### config.mk
export PLATFORM = sky130hd
export DESIGN_NAME = sha_stream_arbiter
export DESIGN_NICKNAME = d
export VERILOG_FILES = /design/src/rtl/sha_stream_arbiter.sv
export SDC_FILE = /design/constraint.sdc
export NUM_CORES = 1
export LEC_CHECK = 0
export CAP_MARGIN = 25
export CORE_ASPECT_RATIO = 1.25
export CORE_MARGIN = 2
export CORE_UTILIZATION = 40
export CTS_BUF_LIST = sky130_fd_sc_hd__clkbuf_8
export DETAILED_ROUTE_END_ITERATION = 10
export GPL_TIMING_DRIVEN = 0
export HOLD_SLACK_MARGIN = 0.02
export PLACE_DENSITY = 0.9
export SLEW_MARGIN = 20
export SYNTH_ARGS = -nofsm -noshare
export SYNTH_HDL_FRONTEND = slang
export SYNTH_SLANG_ARGS = --single-unit
export TNS_END_PERCENT = 20
### constraint.sdc
create_clock -name ACLK -period 6.5 [get_ports ACLK]
set_clock_uncertainty 0.05 [all_clocks]
set_input_delay 0.65 -clock ACLK [delete_from_list [all_inputs] [get_ports ACLK]]
set_output_delay 0.65 -clock ACLK [all_outputs]
set_load 0.1 [all_outputs]
### src/rtl/sha_stream_arbiter.sv
// Round-robin arbiter sharing one single-context SHA3 stream core between NUM_REQ
// AXI-Stream requesters; the lock is held from grant until the core's result stream ends.
module sha_stream_arbiter #(
  parameter int DATA_WIDTH = 16,
  parameter int NUM_REQ    = 4,
  parameter int ID_WIDTH   = 2,
  parameter int TIMEOUT    = 64
) (
  input  logic                          ACLK,
  input  logic                          ARESETn,
  input  logic [NUM_REQ-1:0]            s_TVALID,
  input  logic [NUM_REQ*DATA_WIDTH-1:0] s_TDATA,
  input  logic [NUM_REQ-1:0]            s_TLAST,
  input  logic [NUM_REQ*4-1:0]          s_TUSER,
  output logic [NUM_REQ-1:0]            s_TREADY,
  output logic                          m_TVALID,
  output logic [DATA_WIDTH-1:0]         m_TDATA,
  output logic                          m_TLAST,
  output logic [3:0]                    m_TUSER,
  output logic [ID_WIDTH-1:0]           m_TID,
  input  logic                          m_TREADY,
  input  logic                          r_TVALID,
  input  logic                          r_TLAST,
  input  logic                          r_TREADY,
  output logic [ID_WIDTH-1:0]           res_id,
  output logic                          busy,
  output logic                          timeout_err
);

  // state    | meaning
  // ST_IDLE  | no owner; pick next requester round-robin from r_rr_ptr
  // ST_FWD   | granted requester's message is muxed through to the core
  // ST_WAIT  | message sent; core locked until result TLAST or timeout

  localparam int CNT_W = (TIMEOUT > 2) ? $clog2(TIMEOUT) : 1;

  typedef enum logic [1:0] {
    ST_IDLE = 2'd0,
    ST_FWD  = 2'd1,
    ST_WAIT = 2'd2
  } state_t;

  state_t              r_state;
  logic [ID_WIDTH-1:0] r_grant;
  logic [ID_WIDTH-1:0] r_rr_ptr;
  logic [ID_WIDTH-1:0] r_res_id;
  logic [CNT_W-1:0]    r_wait_cnt;
  logic                r_busy;
  logic                r_timeout_err;

  logic [ID_WIDTH-1:0] w_pick;
  logic                w_found;
  int                  w_idx;
  logic [NUM_REQ-1:0]  w_vshift;
  logic                w_last_beat;
  logic                w_res_done;
  logic                w_timeout;
  logic [ID_WIDTH-1:0] w_rr_next;

  // First valid requester at or after r_rr_ptr, wrapping at NUM_REQ.
  always_comb begin
    w_pick   = r_rr_ptr;
    w_found  = 1'b0;
    w_idx    = 0;
    w_vshift = '0;
    for (int k = 0; k < NUM_REQ; k++) begin
      w_idx = int'(r_rr_ptr) + k;
      if (w_idx >= NUM_REQ) w_idx = w_idx - NUM_REQ;
      w_vshift = s_TVALID >> w_idx;
      if (!w_found && w_vshift[0]) begin
        w_pick  = ID_WIDTH'(w_idx);
        w_found = 1'b1;
      end
    end
  end

  always_comb begin
    s_TREADY = '0;
    m_TVALID = 1'b0;
    m_TDATA  = '0;
    m_TLAST  = 1'b0;
    m_TUSER  = '0;
    m_TID    = '0;
    if (r_state == ST_FWD) begin
      m_TVALID          = s_TVALID[r_grant];
      m_TDATA           = s_TDATA[r_grant*DATA_WIDTH +: DATA_WIDTH];
      m_TLAST           = s_TLAST[r_grant];
      m_TUSER           = s_TUSER[r_grant*4 +: 4];
      m_TID             = r_grant;
      s_TREADY[r_grant] = m_TREADY;
    end
  end

  assign w_last_beat = m_TVALID & m_TREADY & m_TLAST;
  assign w_res_done  = r_TVALID & r_TREADY & r_TLAST;
  assign w_timeout   = (r_wait_cnt == CNT_W'(TIMEOUT - 1));
  assign w_rr_next   = (r_grant == ID_WIDTH'(NUM_REQ - 1)) ? '0 : r_grant + 1'b1;

  always_ff @(posedge ACLK or negedge ARESETn) begin
    if (!ARESETn) begin
      r_state       <= ST_IDLE;
      r_grant       <= '0;
      r_rr_ptr      <= '0;
      r_res_id      <= '0;
      r_wait_cnt    <= '0;
      r_busy        <= 1'b0;
      r_timeout_err <= 1'b0;
    end else begin
      r_timeout_err <= 1'b0;
      case (r_state)
        ST_IDLE: begin
          if (w_found) begin
            r_grant <= w_pick;
            r_busy  <= 1'b1;
            r_state <= ST_FWD;
          end
        end
        ST_FWD: begin
          if (w_last_beat) begin
            r_wait_cnt <= '0;
            r_res_id   <= r_grant;
            r_state    <= ST_WAIT;
          end
        end
        ST_WAIT: begin
          // A final result beat takes precedence over an expiring timer.
          if (w_res_done) begin
            r_rr_ptr <= w_rr_next;
            r_busy   <= 1'b0;
            r_state  <= ST_IDLE;
          end else if (w_timeout) begin
            r_timeout_err <= 1'b1;
            r_rr_ptr      <= w_rr_next;
            r_busy        <= 1'b0;
            r_state       <= ST_IDLE;
          end else begin
            r_wait_cnt <= r_wait_cnt + 1'b1;
          end
        end
        default: begin
          r_busy  <= 1'b0;
          r_state <= ST_IDLE;
        end
      endcase
    end
  end

  assign res_id      = r_res_id;
  assign busy        = r_busy;
  assign timeout_err = r_timeout_err;

endmodule

==> tab_implementation.tex, run 1 <==
\begin{tabular}{lr}
\hline
Metric & Value \\
\hline
\multicolumn{2}{l}{\textbf{STA}} \\
\quad Final setup TNS & 0 ns \\
\quad Rel. slew slack & 32.8\% \\
\quad Post-route setup slack & about 2.7 ns \\
\quad Transition time of the tightest slew-check pin & 1.00 ns \\
\quad WHS & between 0.4 and 0.5 ns \\
\quad Max Freq & 0.262 GHz \\
\quad Final slew viol count & 0 \\
\quad Final Hold Violating Endpoints & 0 \\
\quad RSZ-0062 raised after global routing & no \\
\quad Final setup viols & 0 \\
\quad Ratio of final minimum period to clock period & 58.8\% \\
\quad Clock period minus final worst setup slack & $\sim$3.8 ns \\
\multicolumn{2}{l}{\textbf{Critical path}} \\
\quad CP required & 5.80 ns \\
\quad Endpoint of the most critical register-to-register path & r\_grant[0] \\
\quad Launch instance of the worst register-to-register path & r\_rr\_ptr[0] \\
\quad Most prevalent standard cell on the critical path & sky130\_fd\_sc\_hd\_\_clkbuf\_1 \\
\quad Slowest-stage cell, CP & sky130\_fd\_sc\_hd\_\_clkdlybuf4s50\_1 \\
\quad Largest fanout on the critical path & 10 \\
\quad Worst reg2reg setup slack & a little under 4 ns \\
\quad Delay of the slowest cell on the worst path & between 1 and 1.5 ns \\
\quad Capturing element type of the critical path & primary output \\
\quad Critical path's top delay family & buffers and inverters \\
\quad Crit Path Class & reg2out \\
\quad Worst reg-to-reg path cell count & 7 \\
\quad CP bufs+invs & 3 \\
\quad Arrival @ worst endpoint & roughly 3.1 ns \\
\quad Critical Path Start Type & register \\
\quad Cells along the critical path & clkbuf\_1 -> clkbuf\_1 -> mux4\_2 -> and3\_1 -> clkdlybuf4s50\_1 \\
\multicolumn{2}{l}{\textbf{Layout}} \\
\quad Total Nets Final & 405 \\
\quad Share of final-layout standard cells stronger than drive strength 1 & 14.4\% \\
\quad Antenna Cells & 0 \\
\quad Area added between synthesis and finish & 74.7\% \\
\multicolumn{2}{l}{\textbf{GRT}} \\
\quad Global-route wire length before repair & 9940 um \\
\quad Total congestion overflow after global routing & 0 \\
\quad GR met3 Demand/Resource & 6.77\% \\
\quad Initial antenna violation count & 0 \\
\quad Met1 GRT Util & 27.2\% \\
\quad Global routing usage on met2 & between 40\% and 50\% \\
\quad Pin count of the biggest net entering global routing & 17 \\
\quad Most crowded layer after global routing & met2 \\
\quad Combined global-route utilization of all metal layers & 24.9\% \\
\quad Via count of the first global-routing pass & 1956 \\
\multicolumn{2}{l}{\textbf{Floorplanning}} \\
\quad I/O pins & 126 \\
\quad Core region area & 4390 um2 \\
\quad X dimension of the die & 64.4 um \\
\quad Number of cell rows & 27 \\
\quad Die outline height & between 70 and 80 um \\
\quad Total Die Area & 5130 um2 \\
\quad Starting density of the core & between 40\% and 50\% \\
\multicolumn{2}{l}{\textbf{Min path}} \\
\quad Launch point of the worst hold path & r\_state[1] \\
\quad Hold EP & r\_state[0] \\
\quad Hold path depth & 1 \\
\quad Path type of the worst min-delay path & reg2reg \\
\multicolumn{2}{l}{\textbf{Drt}} \\
\quad Number of design rule violations left after detail routing & 0 \\
\quad Total wirelength of the detailed-routed design & about 6000 um \\
\quad DR iter-0 viols & 61 \\
\quad Total number of vias & between 1500 and 2000 \\
\quad Average wire per standard cell & 17.3 um \\
\quad Vias per cell & 5.38 \\
\quad DRT antenna net count & 0 \\
\quad Drt first pass iters & 4 \\
\multicolumn{2}{l}{\textbf{CTS}} \\
\quad CTS tree & yes \\
\quad Resize count post-CTS & 0 \\
\quad Clock sink count & 16 \\
\quad Clock root buffer master & sky130\_fd\_sc\_hd\_\_clkbuf\_8 \\
\quad H-tree depth & 1 \\
\quad Post-CTS Hold Fix Bufs & 0 \\
\quad Clk Latency, worst-skew pair & approximately 0.24 ns \\
\quad Total CTS buffers & 3 \\
\quad Largest buffer count on any clock path & 2 \\
\quad Setup Fix Bufs, Post-CTS & 0 \\
\quad Clock input transition at the sequential cells of the worst setup and hold paths & 0.06 ns \\
\multicolumn{2}{l}{\textbf{Yosys}} \\
\quad Share of synthesized flip-flops with an asynchronous set or reset & 100\% \\
\quad Average cell area after synthesis & 10.7 um2 \\
\quad Synth Net Count & 275 \\
\quad Portion of synthesized cell area occupied by the leading cell type & 27.1\% \\
\quad Cell taking the most area after synthesis & sky130\_fd\_sc\_hd\_\_mux4\_2 \\
\quad Cell count after synthesis & 171 \\
\quad Share of the yosys chip area belonging to registers & 21.9\% \\
\quad Flop and latch count out of synthesis & 16 \\
\quad Cells taking the most area after synthesis & sky130\_fd\_sc\_hd\_\_mux4\_2 (27\%), sky130\_fd\_sc\_hd\_\_dfrtp\_1 (22\%), sky130\_fd\_sc\_hd\_\_and3\_1 (9.2\%) \\
\quad Most used DFF post-synth & sky130\_fd\_sc\_hd\_\_dfrtp\_1 \\
\quad Top cells by count, synth & sky130\_fd\_sc\_hd\_\_and3\_1 (27), sky130\_fd\_sc\_hd\_\_mux4\_2 (22), sky130\_fd\_sc\_hd\_\_dfrtp\_1 (16) \\
\quad Yosys Warn Count & 0 \\
\quad Post-synth EDFFs & 0 \\
\quad Syn Std Cell Area & 1830 um2 \\
\quad Cell with the most instances after synthesis & sky130\_fd\_sc\_hd\_\_and3\_1 \\
\quad Yosys cell types & 40 \\
\multicolumn{2}{l}{\textbf{Placed design}} \\
\quad Estimated wirelength of the detail-placed design & 5170 um \\
\quad Placer's final routability congestion estimate & 0.859 \\
\quad IO buf count & 125 \\
\quad Place WS & between 2 and 3 ns \\
\multicolumn{2}{l}{\textbf{Flow run}} \\
\quad Max-cap violations & 0 \\
\multicolumn{2}{l}{\textbf{Outcome}} \\
\quad Run status & completed \\
\hline
\end{tabular}
flip-flops by register name, summed over array words and instances, names as in the netlist:
signal,flops
busy,1
r_grant,2
r_rr_ptr,2
r_state,2
r_wait_cnt,6
res_id,2
timeout_err,1
logic make-up (layout without fill, tap and decap cells):
kind of cell,count (synthesis),count (layout),share of synthesized area (%)
compound gates,18,18,7.12
fa+ha+maj,10,10,6.85
buf+inv,20,148,5.21
xor+xnor,4,4,1.92
mux,37,37,36.3
flops,16,16,21.9
simple gates,66,66,20.7
metrics by stage:
stage          cells  util, %  instance area, um2
2_1_floorplan    171        -                1830
5_1_grt          357     72.7                3190
6_report         357     72.7                3190
4_1_cts          357     72.7                3190
3_3_place_gp     354     71.7                3150
3_5_place_dp     354     71.7                3150
final cells by class:
type / instances / area, um2
fill: 319 / 1200
multi-input combinational: 135 / 1330
timing repair buffer: 125 / 1250
clock buffer: 3 / 41.3
sequential: 16 / 400
inverter: 7 / 26.3
buffer: 13 / 68.8
tap: 58 / 72.6
placed cells by master, fill, tap and decap left out, types with 2 or more instances in the layout:
| master | count |
|---|---|
| sky130_fd_sc_hd__nand2_1 | 10 |
| sky130_fd_sc_hd__nor3_1 | 2 |
| sky130_fd_sc_hd__nor2_1 | 11 |
| sky130_fd_sc_hd__and3_1 | 27 |
| sky130_fd_sc_hd__mux4_2 | 22 |
| sky130_fd_sc_hd__dfrtp_1 | 16 |
| sky130_fd_sc_hd__inv_1 | 7 |
| sky130_fd_sc_hd__xor2_1 | 4 |
| sky130_fd_sc_hd__nand4_1 | 3 |
| sky130_fd_sc_hd__mux2i_1 | 7 |
| sky130_fd_sc_hd__buf_2 | 4 |
| sky130_fd_sc_hd__clkbuf_8 | 3 |
| sky130_fd_sc_hd__nor2b_1 | 2 |
| sky130_fd_sc_hd__nand3_1 | 3 |
| sky130_fd_sc_hd__o21ai_0 | 4 |
| sky130_fd_sc_hd__ha_1 | 10 |
| sky130_fd_sc_hd__buf_6 | 2 |
| sky130_fd_sc_hd__clkdlybuf4s50_1 | 125 |
| sky130_fd_sc_hd__clkbuf_1 | 6 |
| sky130_fd_sc_hd__mux2_2 | 5 |
| sky130_fd_sc_hd__a21oi_1 | 4 |
| sky130_fd_sc_hd__mux2_4 | 2 |
worst register-to-register path, cell delays in order, from the launching register on:
cell and delay (ns):
sky130_fd_sc_hd__dfrtp_1 0.51, sky130_fd_sc_hd__buf_2 0.27, sky130_fd_sc_hd__inv_1 0.10, sky130_fd_sc_hd__ha_1 0.38
sky130_fd_sc_hd__nor3b_2 0.21, sky130_fd_sc_hd__a2111oi_2 0.59, sky130_fd_sc_hd__a21oi_1 0.17, sky130_fd_sc_hd__o2111ai_1 0.23
worst max path at each step:
| stage | start | endpoint | slack, ns | cells past startpoint |
|---|---|---|---|---|
| 4_1_cts | r_grant[1] | m_TDATA[5] | 2.65 | 5 |
| 6_report | r_grant[1] | m_TDATA[5] | 2.68 | 5 |
| 2_1_floorplan | r_grant[1] | m_TID[1] | 3.46 | 4 |
| 5_1_grt | r_grant[1] | m_TDATA[5] | 2.57 | 5 |
| 3_5_place_dp | s_TVALID[3] | m_TVALID | 2.93 | 4 |
| 3_3_place_gp | s_TVALID[2] | m_TVALID | 2.97 | 4 |
metal layers:
layer | part of all wire, % | up-vias
met5 | 0 | -
met4 | 2.0 | 0
met3 | 9.1 | 12
met2 | 54 | 88
met1 | 35 | 906
li1 | - | 913
Power of run 1 is left out: the tool's default activity adds up to more than one toggle a clock period on the data nets, which glitch-free logic cannot reach.
==> run 2, diff against run 1 <==
--- a/config.mk
+++ b/config.mk
@@ -8,12 +8,12 @@
 export CAP_MARGIN = 25
 export CORE_ASPECT_RATIO = 1.25
 export CORE_MARGIN = 2
-export CORE_UTILIZATION = 40
+export CORE_UTILIZATION = 33
 export CTS_BUF_LIST = sky130_fd_sc_hd__clkbuf_8
 export DETAILED_ROUTE_END_ITERATION = 10
 export GPL_TIMING_DRIVEN = 0
 export HOLD_SLACK_MARGIN = 0.02
-export PLACE_DENSITY = 0.9
+export PLACE_DENSITY = 0.79
 export SLEW_MARGIN = 20
 export SYNTH_ARGS = -nofsm -noshare
 export SYNTH_HDL_FRONTEND = slang
==> constraint.sdc (replaced) <==
create_clock -name ACLK -period 3.2 [get_ports ACLK]
set_clock_uncertainty 0.05 [all_clocks]
set_input_delay 0.32 -clock ACLK [delete_from_list [all_inputs] [get_ports ACLK]]
set_output_delay 0.32 -clock ACLK [all_outputs]
set_load 0.1 [all_outputs]
==> tab_implementation.tex, run 2 (synthesized netlist as in run 1, its figures left out) <==
\begin{tabular}{lr}
\hline
Metric & Value \\
\hline
\multicolumn{2}{l}{\textbf{Placed design}} \\
\quad IO buf count & 125 (unchanged) \\
\quad Estimated wirelength of the detail-placed design & 5110 um (was 5170 um) \\
\quad Placed Instance Area & 3160 um2 (was 3150 um2) \\
\quad Placer's final routability congestion estimate & 0.828 (was 0.859) \\
\multicolumn{2}{l}{\textbf{Drt}} \\
\quad DRT antenna net count & 0 (unchanged) \\
\quad DR iter-0 viols & 60 (was 61) \\
\quad Sum of routed wire segments on met1 & 2460 um (was 2180 um) \\
\quad Number of design rule violations left after detail routing & 0 (unchanged) \\
\quad Met3 WL & 400 um (was 565 um) \\
\quad Uppermost layer routed & met4 (unchanged) \\
\quad Total number of vias & 1926 (was 1919) \\
\quad Vias per cell & 5.31 (was 5.38) \\
\quad Total wirelength of the detailed-routed design & 6150 um (was 6180 um) \\
\quad Met2 wire length & 3190 um (was 3310 um) \\
\quad Average wire per standard cell & 17.0 um (was 17.3 um) \\
\quad Drt first pass iters & 4 (unchanged) \\
\multicolumn{2}{l}{\textbf{Layout}} \\
\quad Antenna Cells & 0 (unchanged) \\
\quad Register with the most flip-flops & r\_wait\_cnt (unchanged) \\
\quad Total Nets Final & 405 (unchanged) \\
\quad Largest register FFs & 6 (unchanged) \\
\quad Most common cell after layout, fill and taps aside & sky130\_fd\_sc\_hd\_\_clkdlybuf4s50\_1 (unchanged) \\
\quad Area added between synthesis and finish & 70.8\% (was 74.7\%) \\
\quad Commonest non-fill, non-tap cells in the layout & sky130\_fd\_sc\_hd\_\_clkdlybuf4s50\_1 (105), sky130\_fd\_sc\_hd\_\_and3\_1 (27), sky130\_fd\_sc\_hd\_\_mux4\_2 (22) (was sky130\_fd\_sc\_hd\_\_clkdlybuf4s50\_1 (125), sky130\_fd\_sc\_hd\_\_and3\_1 (27), sky130\_fd\_sc\_hd\_\_mux4\_2 (22)) \\
\quad Design Area, Final & 3120 um2 (was 3190 um2) \\
\quad Share of final-layout standard cells stronger than drive strength 1 & 19.4\% (was 14.4\%) \\
\multicolumn{2}{l}{\textbf{STA}} \\
\quad Max Freq & $\sim$0.32 GHz \\
\quad Rel. slew slack & 31.8\% (was 32.8\%) \\
\quad RSZ-0062 raised after global routing & yes (was no) \\
\quad Transition time of the tightest slew-check pin & 1.02 ns (was 1.00 ns) \\
\quad Clock period minus final worst setup slack & approximately 3.1 ns \\
\quad Final Hold Violating Endpoints & 0 (unchanged) \\
\quad Final slew viol count & 0 (unchanged) \\
\quad WHS & 0.438 ns (was 0.431 ns) \\
\quad Final setup TNS & 0 ns (unchanged) \\
\quad Final setup viols & 0 (unchanged) \\
\quad Ratio of final minimum period to clock period & 96.8\% \\
\multicolumn{2}{l}{\textbf{Critical path}} \\
\quad Capturing element type of the critical path & primary output (unchanged) \\
\quad Endpoint of the most critical register-to-register path & r\_grant[0] (unchanged) \\
\quad Worst reg-to-reg path cell count & 7 (unchanged) \\
\quad Slowest-stage cell, CP & sky130\_fd\_sc\_hd\_\_clkdlybuf4s15\_1 (was sky130\_fd\_sc\_hd\_\_clkdlybuf4s50\_1) \\
\quad Cells along the critical path & clkbuf\_1 -> buf\_1 -> mux4\_2 -> and3\_1 -> clkdlybuf4s15\_1 (was clkbuf\_1 -> clkbuf\_1 -> mux4\_2 -> and3\_1 -> clkdlybuf4s50\_1) \\
\quad Arrival @ worst endpoint & 2.73 ns (was 3.12 ns) \\
\quad CP required & 2.83 ns (was 5.80 ns) \\
\quad Launch instance of the worst register-to-register path & r\_rr\_ptr[0] (unchanged) \\
\quad Worst reg2reg setup slack & 0.57 ns (was 3.90 ns) \\
\quad Critical Path Start Type & register (unchanged) \\
\quad Delay of the slowest cell on the worst path & 0.71 ns (was 1.14 ns) \\
\quad Crit Path Class & reg2out (unchanged) \\
\quad Largest fanout on the critical path & 10 (unchanged) \\
\multicolumn{2}{l}{\textbf{CTS}} \\
\quad CTS tree & yes (unchanged) \\
\quad Clock input transition at the sequential cells of the worst setup and hold paths & 0.06 ns (about the same) \\
\quad Clock root buffer master & sky130\_fd\_sc\_hd\_\_clkbuf\_8 (unchanged) \\
\quad Total CTS buffers & 3 (unchanged) \\
\quad Largest buffer count on any clock path & 2 (unchanged) \\
\quad Post-CTS Hold Fix Bufs & 0 (unchanged) \\
\quad Clock sink count & 16 (unchanged) \\
\quad Clk Latency, worst-skew pair & 0.24 ns (about the same) \\
\quad H-tree depth & 1 (unchanged) \\
\multicolumn{2}{l}{\textbf{Floorplanning}} \\
\quad Number of cell rows & 30 (was 27) \\
\quad X dimension of the die & 70.5 um (was 64.4 um) \\
\quad Core region area & 5410 um2 (was 4390 um2) \\
\quad I/O pins & 126 (unchanged) \\
\quad Starting density of the core & 33.8\% (was 41.6\%) \\
\quad Die outline height & 87.2 um (was 79.6 um) \\
\quad Total Die Area & 6150 um2 (was 5130 um2) \\
\multicolumn{2}{l}{\textbf{GRT}} \\
\quad Combined global-route utilization of all metal layers & 19.3\% (was 24.9\%) \\
\quad Pin count of the biggest net entering global routing & 17 (unchanged) \\
\quad Total congestion overflow after global routing & 0 (unchanged) \\
\quad Global-route wire length before repair & 9490 um (was 9940 um) \\
\quad Via count of the first global-routing pass & 1875 (was 1956) \\
\quad Initial antenna violation count & 0 (unchanged) \\
\multicolumn{2}{l}{\textbf{Min path}} \\
\quad Path type of the worst min-delay path & reg2reg (unchanged) \\
\quad Launch point of the worst hold path & r\_state[1] (unchanged) \\
\quad Hold path depth & 1 (unchanged) \\
\quad Hold EP & r\_state[0] (unchanged) \\
\multicolumn{2}{l}{\textbf{Outcome}} \\
\quad Run status & completed (unchanged) \\
\multicolumn{2}{l}{\textbf{Flow run}} \\
\quad Max-cap violations & 0 (unchanged) \\
\hline
\end{tabular}
## run 2: layout make-up
class / instances / area, um2
clock buffers: 3 / 41.3
multi-input cells: 135 / 1330
fillers: 511 / 2290
plain buffers: 13 / 68.8
repair buffers: 125 / 1170
well taps: 64 / 80.1
flip-flops and latches: 16 / 400
inverters: 7 / 26.3
## run 2: critical path: cells and delay by family (launching register included)
family                 cells  cell delay (ns)
muxes                      1             0.38
and+or+nand+nor            1             0.19
DFF                        1             0.37
buffers and inverters      3             1.55
## run 2: timing repair
action	4_1_cts	5_1_grt
resized for setup	20	31
setup buffers	0	0
endpoints found under the setup margin	20	16
endpoints found under the hold margin	0	0
## run 2: metal layers
layer  GRT usage (%)  up-vias
li1                -      912
met1            23.2      915
met2            35.8       89
met3            3.59       10
met4            4.29        0
met5               0        -
## run 2: worst max path at each step
| stage | slack (ns) | startpoint | depth (start not counted) | endpoint |
|---|---|---|---|---|
| floorplan | 0.49 | r_grant[1] | 4 | m_TID[1] |
| global placement | 0.02 | r_grant[1] | 5 | m_TDATA[14] |
| detailed placement | 0.03 | r_grant[1] | 5 | m_TDATA[14] |
| CTS | 0.05 | r_grant[1] | 5 | m_TDATA[14] |
| global route | -0.04 | r_grant[1] | 5 | m_TDATA[11] |
| finish | 0.10 | r_grant[1] | 5 | m_TDATA[11] |
## run 2: per-stage QoR
stage | instances | utilization [%] | setup WS, ns
global placement | 360 | 58.4 | 0.0225
CTS | 363 | 58.7 | 0.0472
finish | 363 | 57.7 | 0.102
floorplan | 171 | - | 0.491
global route | 363 | 57.7 | -0.0400
detailed placement | 360 | 58.4 | 0.0281
Power of run 2 is left out for the same reason.
==> run 3, diff against run 2 <==
--- a/config.mk
+++ b/config.mk
@@ -14,6 +14,7 @@
 export GPL_TIMING_DRIVEN = 0
 export HOLD_SLACK_MARGIN = 0.02
 export PLACE_DENSITY = 0.79
+export SKIP_LAST_GASP = 1
 export SLEW_MARGIN = 20
 export SYNTH_ARGS = -nofsm -noshare
 export SYNTH_HDL_FRONTEND = slang
==> tab_implementation.tex, run 3 (synthesized netlist as in run 1, its figures left out) <==
\begin{tabular}{lr}
\hline
Metric & Value \\
\hline
\multicolumn{2}{l}{\textbf{Critical path}} \\
\quad Crit Path Class & reg2out (unchanged) \\
\quad Critical Path Start Type & register (unchanged) \\
\quad CP required & 2.83 ns (about the same) \\
\quad Worst reg-to-reg path cell count & 7 (unchanged) \\
\quad Arrival @ worst endpoint & 3.04 ns (was 2.73 ns) \\
\quad Largest fanout on the critical path & 10 (unchanged) \\
\quad Capturing element type of the critical path & primary output (unchanged) \\
\multicolumn{2}{l}{\textbf{Floorplanning}} \\
\quad X dimension of the die & 70.5 um (unchanged) \\
\quad Number of cell rows & 30 (unchanged) \\
\quad I/O pins & 126 (unchanged) \\
\quad Die outline height & 87.2 um (unchanged) \\
\quad Total Die Area & 6150 um2 (unchanged) \\
\quad Core region area & 5410 um2 (unchanged) \\
\quad Starting density of the core & 33.8\% (unchanged) \\
\multicolumn{2}{l}{\textbf{Drt}} \\
\quad DR iter-0 viols & 57 (was 60) \\
\quad Drt first pass iters & 4 (unchanged) \\
\quad Total number of vias & 1930 (was 1926) \\
\quad Number of design rule violations left after detail routing & 0 (unchanged) \\
\quad Vias per cell & 5.32 (was 5.31) \\
\quad Total wirelength of the detailed-routed design & 6150 um (about the same) \\
\quad DRT antenna net count & 0 (unchanged) \\
\quad Average wire per standard cell & 17.0 um (about the same) \\
\multicolumn{2}{l}{\textbf{CTS}} \\
\quad Setup Fix Bufs, Post-CTS & 0 (unchanged) \\
\quad Clk Latency, worst-skew pair & 0.25 ns (was 0.24 ns) \\
\quad Largest buffer count on any clock path & 2 (unchanged) \\
\quad H-tree depth & 1 (unchanged) \\
\quad CTS tree & yes (unchanged) \\
\quad Clock sink count & 16 (unchanged) \\
\quad Post-CTS Hold Fix Bufs & 0 (unchanged) \\
\quad Clock input transition at the sequential cells of the worst setup and hold paths & 0.06 ns (about the same) \\
\quad Total CTS buffers & 3 (unchanged) \\
\quad Clock root buffer master & sky130\_fd\_sc\_hd\_\_clkbuf\_8 (unchanged) \\
\multicolumn{2}{l}{\textbf{GRT}} \\
\quad Pin count of the biggest net entering global routing & 17 (unchanged) \\
\quad Via count of the first global-routing pass & 1875 (unchanged) \\
\quad Combined global-route utilization of all metal layers & 19.2\% (was 19.3\%) \\
\quad Total congestion overflow after global routing & 0 (unchanged) \\
\quad Global-route wire length before repair & 9480 um (was 9490 um) \\
\quad Initial antenna violation count & 0 (unchanged) \\
\multicolumn{2}{l}{\textbf{STA}} \\
\quad Post-route setup slack & -0.206 ns (was 0.102 ns) \\
\quad Final setup viols & 11 (was 0) \\
\quad Clock period minus final worst setup slack & 3.41 ns (was 3.10 ns) \\
\quad Final slew viol count & 0 (unchanged) \\
\quad Rel. slew slack & 31.9\% (was 31.8\%) \\
\quad Transition time of the tightest slew-check pin & 1.02 ns (about the same) \\
\quad Ratio of final minimum period to clock period & 106\% (was 96.8\%) \\
\quad RSZ-0062 raised after global routing & yes (unchanged) \\
\quad Final Hold Violating Endpoints & 0 (unchanged) \\
\quad Max Freq & 0.294 GHz (was 0.323 GHz) \\
\multicolumn{2}{l}{\textbf{Layout}} \\
\quad Share of final-layout standard cells stronger than drive strength 1 & 14.4\% (was 19.4\%) \\
\quad Largest register FFs & 6 (unchanged) \\
\quad Most common cell after layout, fill and taps aside & sky130\_fd\_sc\_hd\_\_clkdlybuf4s50\_1 (unchanged) \\
\quad Register with the most flip-flops & r\_wait\_cnt (unchanged) \\
\quad Antenna Cells & 0 (unchanged) \\
\quad Total Nets Final & 405 (unchanged) \\
\quad Commonest non-fill, non-tap cells in the layout & sky130\_fd\_sc\_hd\_\_clkdlybuf4s50\_1 (117), sky130\_fd\_sc\_hd\_\_and3\_1 (27), sky130\_fd\_sc\_hd\_\_mux4\_2 (22) (was sky130\_fd\_sc\_hd\_\_clkdlybuf4s50\_1 (105), sky130\_fd\_sc\_hd\_\_and3\_1 (27), sky130\_fd\_sc\_hd\_\_mux4\_2 (22)) \\
\quad Area added between synthesis and finish & 75.4\% (was 70.8\%) \\
\quad Design Area, Final & 3200 um2 (was 3120 um2) \\
\quad Filler Cell Count & 494 (was 511) \\
\multicolumn{2}{l}{\textbf{Placed design}} \\
\quad Estimated wirelength of the detail-placed design & 5110 um (unchanged) \\
\quad Placed Instance Area & 3160 um2 (unchanged) \\
\quad Placer's final routability congestion estimate & 0.828 (unchanged) \\
\quad IO buf count & 125 (unchanged) \\
\multicolumn{2}{l}{\textbf{Min path}} \\
\quad Path type of the worst min-delay path & reg2reg (unchanged) \\
\quad Hold path depth & 1 (unchanged) \\
\multicolumn{2}{l}{\textbf{Outcome}} \\
\quad Violated checks & negative setup slack \\
\quad Run status & finished with violations (was completed) \\
\multicolumn{2}{l}{\textbf{Flow run}} \\
\quad Max-cap violations & 0 (unchanged) \\
\hline
\end{tabular}
[run 3: changes by cell type in the layout (fill, tap and decap cells not counted), sizes merged]
cell and change:
clkbuf -15, clkdlybuf4s15 -1, clkdlybuf4s50 +12, dlymetal6s2s +4
[run 3: metal layers]
layer	track usage, %	part of all wire (%)
met5	0	0
met3	3.59	7.2
met1	23.1	39
met4	4.29	1.6
met2	35.7	52
[run 3: area by class of cell]
type / instances / area (um2) / area share, %
Inverter: 7 / 26.3 / 0.820
Timing Repair Buffer: 125 / 1260 / 39.2
Tap cell: 64 / 80.1 / 2.50
Buffer: 13 / 68.8 / 2.15
Clock buffer: 3 / 41.3 / 1.29
Sequential cell: 16 / 400 / 12.5
Multi-Input combinational cell: 135 / 1330 / 41.5
[run 3: repair_timing]
item                                   CTS  global route
endpoints found under the hold margin    0             0
setup endpoints to repair               20            20
gates resized for setup                  4             4
[run 3: critical path, cell delays in order (launching register included)]
cell and delay, ns:
sky130_fd_sc_hd__dfrtp_1 0.37, sky130_fd_sc_hd__clkbuf_1 0.35, sky130_fd_sc_hd__buf_1 0.48, sky130_fd_sc_hd__mux4_2 0.32, sky130_fd_sc_hd__and3_1 0.15, sky130_fd_sc_hd__clkdlybuf4s50_1 1.12
[run 3: worst paths after layout]
kind / from / endpoint / slack, ns
worst max-delay path: r_grant[1] / m_TDATA[4] / -0.21
worst min-delay path: r_state[1] / r_state[0] / 0.44
worst max register to register: r_rr_ptr[0] / r_grant[0] / 0.57
worst min register to register: r_state[1] / r_state[0] / 0.44
max in group asynchronous: ARESETn / r_rr_ptr[1] / 2.19
min in group asynchronous: ARESETn / r_wait_cnt[2] / 0.45
[run 3: stage by stage]
step	hold WS [ns]	TNS, ns	utilization (%)	cells	worst slack (ns)
after floorplan	-0.0256	0	-	171	0.491
after global placement	0.411	0	58.4	360	0.0225
after detailed placement	0.425	0	58.4	360	0.0281
after CTS	0.434	-2.92	59.1	363	-0.223
after global routing	0.459	-3.93	59.3	363	-0.340
final	0.441	-1.86	59.3	363	-0.206
Power of run 3 is left out for the same reason.
